===== src/rtl/seq_stream_ctrl.sv =====
// -----------------------------------------------------------------------------
// seq_stream_ctrl
//   Accepts parallel words over a valid/ready handshake and serialises each one
//   MSB-first, one bit per clock. Each consumed bit is matched against PATTERN
//   using an overlapping window whose history survives word boundaries and idle
//   gaps. Per-word and running (saturating) match counts are reported.
//
// Handshake: a word transfers on a rising edge where s_valid && s_ready. s_ready
//   is high only in IDLE with enable=1 and clear=0. s_data is sampled only on
//   that edge, and s_valid may be dropped or held freely afterwards.
//
// Ports
//   clk, rst_n      clock (rising edge), asynchronous active-low reset
//   enable          0: refuse new words and pause shifting
//   clear           synchronous clear of counters/history/flags, aborts a word
//   s_valid/s_ready/s_data   word input handshake
//   bit_out/bit_valid        serialised bit, valid only while shifting
//   match_pulse     one-cycle pulse the cycle after a bit completes PATTERN
//   word_done       one-cycle pulse in REPORT; word_hits valid with it
//   word_hits       matches ending inside the last word
//   match_count     running match total, saturating at all-ones
//   overflow        sticky: a match arrived while match_count was all-ones
//   busy            controller is not idle
//   dbg_state_o     current FSM state (0 idle, 1 shift, 2 report)
// -----------------------------------------------------------------------------
module seq_stream_ctrl #(
    parameter int               WORD_W  = 8,
    parameter int               PAT_W   = 4,
    parameter logic [PAT_W-1:0] PATTERN = 4'b1011,
    parameter int               CNT_W   = 16
) (
    input  logic                          clk,
    input  logic                          rst_n,
    input  logic                          enable,
    input  logic                          clear,
    input  logic                          s_valid,
    output logic                          s_ready,
    input  logic [WORD_W-1:0]             s_data,
    output logic                          bit_out,
    output logic                          bit_valid,
    output logic                          match_pulse,
    output logic                          word_done,
    output logic [$clog2(WORD_W+1)-1:0]   word_hits,
    output logic [CNT_W-1:0]              match_count,
    output logic                          overflow,
    output logic                          busy,
    output logic [1:0]                    dbg_state_o
);

    localparam int IDX_W  = $clog2(WORD_W);
    localparam int FILL_W = $clog2(PAT_W);
    localparam int HIT_W  = $clog2(WORD_W + 1);

    localparam logic [IDX_W-1:0]  IDX_LAST  = IDX_W'(WORD_W - 1);
    localparam logic [FILL_W-1:0] FILL_FULL = FILL_W'(PAT_W - 1);

    localparam logic [1:0] ST_IDLE   = 2'd0;
    localparam logic [1:0] ST_SHIFT  = 2'd1;
    localparam logic [1:0] ST_REPORT = 2'd2;

    logic [1:0]        state_q,   state_d;
    logic [WORD_W-1:0] word_q,    word_d;
    logic [IDX_W-1:0]  bit_idx_q, bit_idx_d;
    logic [PAT_W-2:0]  hist_q,    hist_d;
    logic [FILL_W-1:0] fill_q,    fill_d;
    logic [HIT_W-1:0]  hits_q,    hits_d;
    logic [CNT_W-1:0]  count_q,   count_d;
    logic              ovf_q,     ovf_d;
    logic              pulse_q,   pulse_d;

    logic             cur_bit;
    logic [PAT_W-1:0] win;
    logic             consume;
    logic             hit;

    assign cur_bit = word_q[bit_idx_q];
    assign win     = {hist_q, cur_bit};
    // A clear cycle consumes nothing: its effects are wiped on the same edge.
    assign consume = (state_q == ST_SHIFT) && enable && !clear;
    // fill saturates at PAT_W-1, so equality means "history fully primed".
    assign hit     = consume && (fill_q == FILL_FULL) && (win == PATTERN);

    always_comb begin
        state_d   = state_q;
        word_d    = word_q;
        bit_idx_d = bit_idx_q;
        hist_d    = hist_q;
        fill_d    = fill_q;
        hits_d    = hits_q;
        count_d   = count_q;
        ovf_d     = ovf_q;
        pulse_d   = 1'b0;

        if (clear) begin
            state_d = ST_IDLE;
            hist_d  = '0;
            fill_d  = '0;
            hits_d  = '0;
            count_d = '0;
            ovf_d   = 1'b0;
        end else begin
            case (state_q)
                ST_IDLE: begin
                    if (s_valid && enable) begin
                        word_d    = s_data;
                        bit_idx_d = IDX_LAST;
                        hits_d    = '0;
                        state_d   = ST_SHIFT;
                    end
                end
                ST_SHIFT: begin
                    if (consume) begin
                        hist_d = win[PAT_W-2:0];
                        if (fill_q != FILL_FULL) begin
                            fill_d = fill_q + 1'b1;
                        end
                        if (hit) begin
                            pulse_d = 1'b1;
                            hits_d  = hits_q + 1'b1;
                            if (&count_q) begin
                                ovf_d = 1'b1;
                            end else begin
                                count_d = count_q + 1'b1;
                            end
                        end
                        if (bit_idx_q == '0) begin
                            state_d = ST_REPORT;
                        end else begin
                            bit_idx_d = bit_idx_q - 1'b1;
                        end
                    end
                end
                ST_REPORT: begin
                    state_d = ST_IDLE;
                end
                default: begin
                    state_d = ST_IDLE;
                end
            endcase
        end
    end

    always_ff @(posedge clk or negedge rst_n) begin
        if (!rst_n) begin
            state_q   <= ST_IDLE;
            word_q    <= '0;
            bit_idx_q <= '0;
            hist_q    <= '0;
            fill_q    <= '0;
            hits_q    <= '0;
            count_q   <= '0;
            ovf_q     <= 1'b0;
            pulse_q   <= 1'b0;
        end else begin
            state_q   <= state_d;
            word_q    <= word_d;
            bit_idx_q <= bit_idx_d;
            hist_q    <= hist_d;
            fill_q    <= fill_d;
            hits_q    <= hits_d;
            count_q   <= count_d;
            ovf_q     <= ovf_d;
            pulse_q   <= pulse_d;
        end
    end

    assign s_ready     = (state_q == ST_IDLE) && enable && !clear;
    assign bit_out     = (state_q == ST_SHIFT) ? cur_bit : 1'b0;
    assign bit_valid   = (state_q == ST_SHIFT) && enable;
    assign match_pulse = pulse_q;
    assign word_done   = (state_q == ST_REPORT);
    assign word_hits   = hits_q;
    assign match_count = count_q;
    assign overflow    = ovf_q;
    assign busy        = (state_q != ST_IDLE);
    assign dbg_state_o = state_q;

endmodule

===== config.mk =====
export PLATFORM = sky130hd
export DESIGN_NAME = seq_stream_ctrl
export DESIGN_NICKNAME = d
export VERILOG_FILES = /design/src/rtl/seq_stream_ctrl.sv
export SDC_FILE = /design/constraint.sdc
export NUM_CORES = 1
export LEC_CHECK = 0
export ABC_AREA = 1
export CORE_MARGIN = 1
export CORE_UTILIZATION = 53
export DETAILED_ROUTE_END_ITERATION = 10
export PLACE_DENSITY = 0.79
export SYNTH_ARGS = -nofsm -noshare
export SYNTH_HDL_FRONTEND = slang
export SYNTH_SLANG_ARGS = --single-unit
export TNS_END_PERCENT = 100

===== constraint.sdc =====
create_clock -name clk -period 2.1 [get_ports clk]
set_clock_uncertainty 0.2 [all_clocks]
set_input_delay 0.63 -clock clk [delete_from_list [all_inputs] [get_ports clk]]
set_output_delay 0.63 -clock clk [all_outputs]
set_load 0.02 [all_outputs]

==> reports/metrics.cfg <==
[final_layout]
layout_commonest_cell = nand2_1
final_cell_mix = nand2_1, buf_4, nor2_1
instances_no_fill = 499
seqCellArea_sq_um = 1000
antenna_cells = 0
multi_input_area_sq_um = 1290
layout.nets = 464
final_area_sq_um = 3550
drive_above_1_share_pct = 27.3
fill_cells = 262
area_delta_synth_final_pct = 48.9

[yosys]
yosys_warnings = 0
syn_avg_cell_area_sq_um = 7.17
ys_ff_latch = 40
syn_inst = 333
syn_area_sq_um = 2390
syn_nets = 351
yosys.cell_types.count = 29
seq_area_frac_synth_pct = 42.0

[clock_network]
cts_tree = built
clkLatencyLatePin_ns = 0.30
htreeDepth = 2
clk_pin_slew_worst_paths_ns = 0.07
cts.sink_count = 40
cts_made_buffers = 5
ctsHoldBuffers = 0
root_buffer = clkbuf_8
clk_path_buf_depth = 2

[detailed_routing]
drt_iter0_markers = 146
num_vias = 2609
wl_per_cell_microns = 14.0
drt-vias-per-instance = 5.23
dr.pass1.iters = 4
final_antenna_net_count = 0
drc = 0
totalWireLength_mm = 6.97

[worst_setup_path]
endpoint_kind = output pin
cp_cell_sequence = inv_2 > nand2_2 > nand3_2 > nand2_2 > nand2_2 > nand2_2 > inv_2 > nor2_4 > buf_6
cp_num_cells = 9
crit_buf_inv = 3
crit_required_ns = 1.27
crit_fanout = 5
ff2ff_path_depth = 11
cpMostUsedCell = nand2_2
worstPathArrival_ns = 1.52
critPathTopFamily = simple AND/OR/NAND/NOR gates
critical_path_class = flip-flop to output pin
crit_path_start_kind = flip-flop
cpMaxStageDelayCell = dfrtp_1
max_stage_delay_ns = 0.42

[floorplan]
core_region_area_sq_um = 4350
initial_utilization_pct = 54.8
dieArea_sq_um = 4770
die_y_microns = 69.1
die_w_microns = 69.1
io_pins = 42
std_cell_rows = 24

[sta]
relSlewSlack_pct = 76.2
setup_slack_ns = -0.253
rsz0062_at_grt = yes
whs_ns = 0.0883
setup_viol = 2
max_freq_mhz = 425
tightest_slew_ns = 0.355
final_max_slew_viol_count = 0
timing.final.crit_share_pct = 112
period_needed_ns = 2.35
hold_violations = 0

[grt]
overflow = 0
antenna_found_initial = 0
track_usage_pct = 29.1
grt_pass1_wl_mm = 11.1
grt_pass1_vias = 2502
grt_max_degree = 41

[job]
maxCapViolations = 0

[place]
dpl-instance-area_sq_um = 3230
dp_hpwl_mm = 4.13
gp_congestion = 0.891
placed_cells_incl_taps = 473
port-buffer-count = 41

[outcome]
violations = setup timing
status = complete, but fails checks

[worst_hold_path]
hold_path_class = input port to asynchronous set/reset pin

[power_and_ir_drop]
p_per_area_nw_per_um2 = 597
vdd_drop_max_uv = 477
total_power_w = 0.00212
p_leak_nw = 1.95

## worst register-to-register path, delay by kind of cell, from the launching register on
kind / cells / cell delay (ns)
and+or+nand+nor: 2 / 0.26
DFF: 1 / 0.42
adders and majority gates: 1 / 0.19
buffers and inverters: 5 / 0.58
AOI/OAI and AO/OA: 3 / 0.24
## state kept, by name, indices dropped and copies added, names as in the netlist
register	flops
bit_idx_q	3
dbg_state_o	2
fill_q	2
hist_q	3
match_count	16
match_pulse	1
overflow	1
word_hits	4
word_q	8
## timing repair
action                     4_1_cts  5_1_grt
pin swaps                        9       10
setup endpoints to repair       49       31
resized for setup               54       31
cloned                           1        1
buffers inserted                11        5
hold endpoints to repair         0        0
## cell families after synthesis
kind of cell | count (synthesis) | synth area share, %
AO/OA/AOI/OAI | 27 | 6.35
XOR/XNOR | 9 | 3.30
adder cells (fa/ha/maj) | 5 | 2.62
buffers and inverters | 44 | 7.55
flip-flops | 40 | 42.0
AND/OR/NAND/NOR | 208 | 38.2
## through the flow
stage | setup TNS (ns) | setup WS [ns] | utilization (%)
final | -0.266 | -0.253 | 81.6
after global routing | -0.448 | -0.346 | 81.6
after CTS | -0.297 | -0.221 | 79.0
after detailed placement | -15.35 | -0.713 | 74.2
after global placement | -13.71 | -0.693 | 74.2
after floorplan | 0 | 0.0879 | -
## cell type report
cell class                 instances  area share [%]
tap                               52            1.83
timing repair buffer             111            27.1
inverter                          38            4.08
sequential                        40            28.2
multi-input combinational        250            36.3
clock buffer                       8            2.54
## per-layer routing
metal	track usage (%)	vias to the layer above	wire (microns)	share of wire, %
met2	52.0	80	3620	52
met3	5.70	19	272	3.9
li1	-	1280	-	-
met5	0	-	0	0
met4	14.7	0	216	3.1
met1	32.8	1230	2860	41
## worst paths after layout
path | start | end | slack [ns]
worst max-delay path | bit_idx_q[0] | bit_out | -0.25
worst min-delay path | rst_n | match_count[3] | 0.09
worst max register to register | bit_idx_q[0] | bit_idx_q[2] | 0.10
worst min register to register | match_count[1] | match_count[1] | 0.34
max in group asynchronous | rst_n | bit_idx_q[2] | 1.40
min in group clk | match_count[1] | match_count[1] | 0.34
## cell usage after synthesis
| cell type | number | area (sq um) |
|---|---|---|
| nand4_1 | 7 | 43.8 |
| xnor2_1 | 3 | 26.3 |
| o21ai_2 | 1 | 8.76 |
| nand3_2 | 1 | 10.0 |
| inv_1 | 36 | 135 |
| buf_6 | 1 | 11.3 |
| o21a_1 | 1 | 7.51 |
| nor2_4 | 2 | 22.5 |
| nor3_1 | 2 | 10.0 |
| buf_1 | 1 | 3.75 |
| a21boi_0 | 1 | 7.51 |
| nor2_1 | 49 | 184 |
| nand2_4 | 3 | 33.8 |
| a22oi_1 | 1 | 7.51 |
| nand2_1 | 100 | 375 |
| nor2_2 | 3 | 18.8 |
| nor3_2 | 1 | 10.0 |
| a21oi_1 | 11 | 55.1 |
| ha_1 | 5 | 62.6 |
| nand3_1 | 37 | 185 |
| o21bai_1 | 2 | 15.0 |
| o21ai_1 | 2 | 10.0 |
| dfrtp_1 | 40 | 1000 |
| o21ai_0 | 8 | 40.0 |
| inv_2 | 2 | 7.51 |
| buf_2 | 3 | 15.0 |
| xor2_1 | 6 | 52.6 |
| nand2_2 | 3 | 18.8 |
| buf_4 | 1 | 7.51 |
## report_power, final
part	leakage (nW)	internal (W)	switching [W]
sequential	0.515	0.000838	0.0000484
combinational	1.39	0.000343	0.000355
clock	0.0455	0.000268	0.000269
total	1.95	0.00145	0.000673
(Power assumes the default switching activity.)
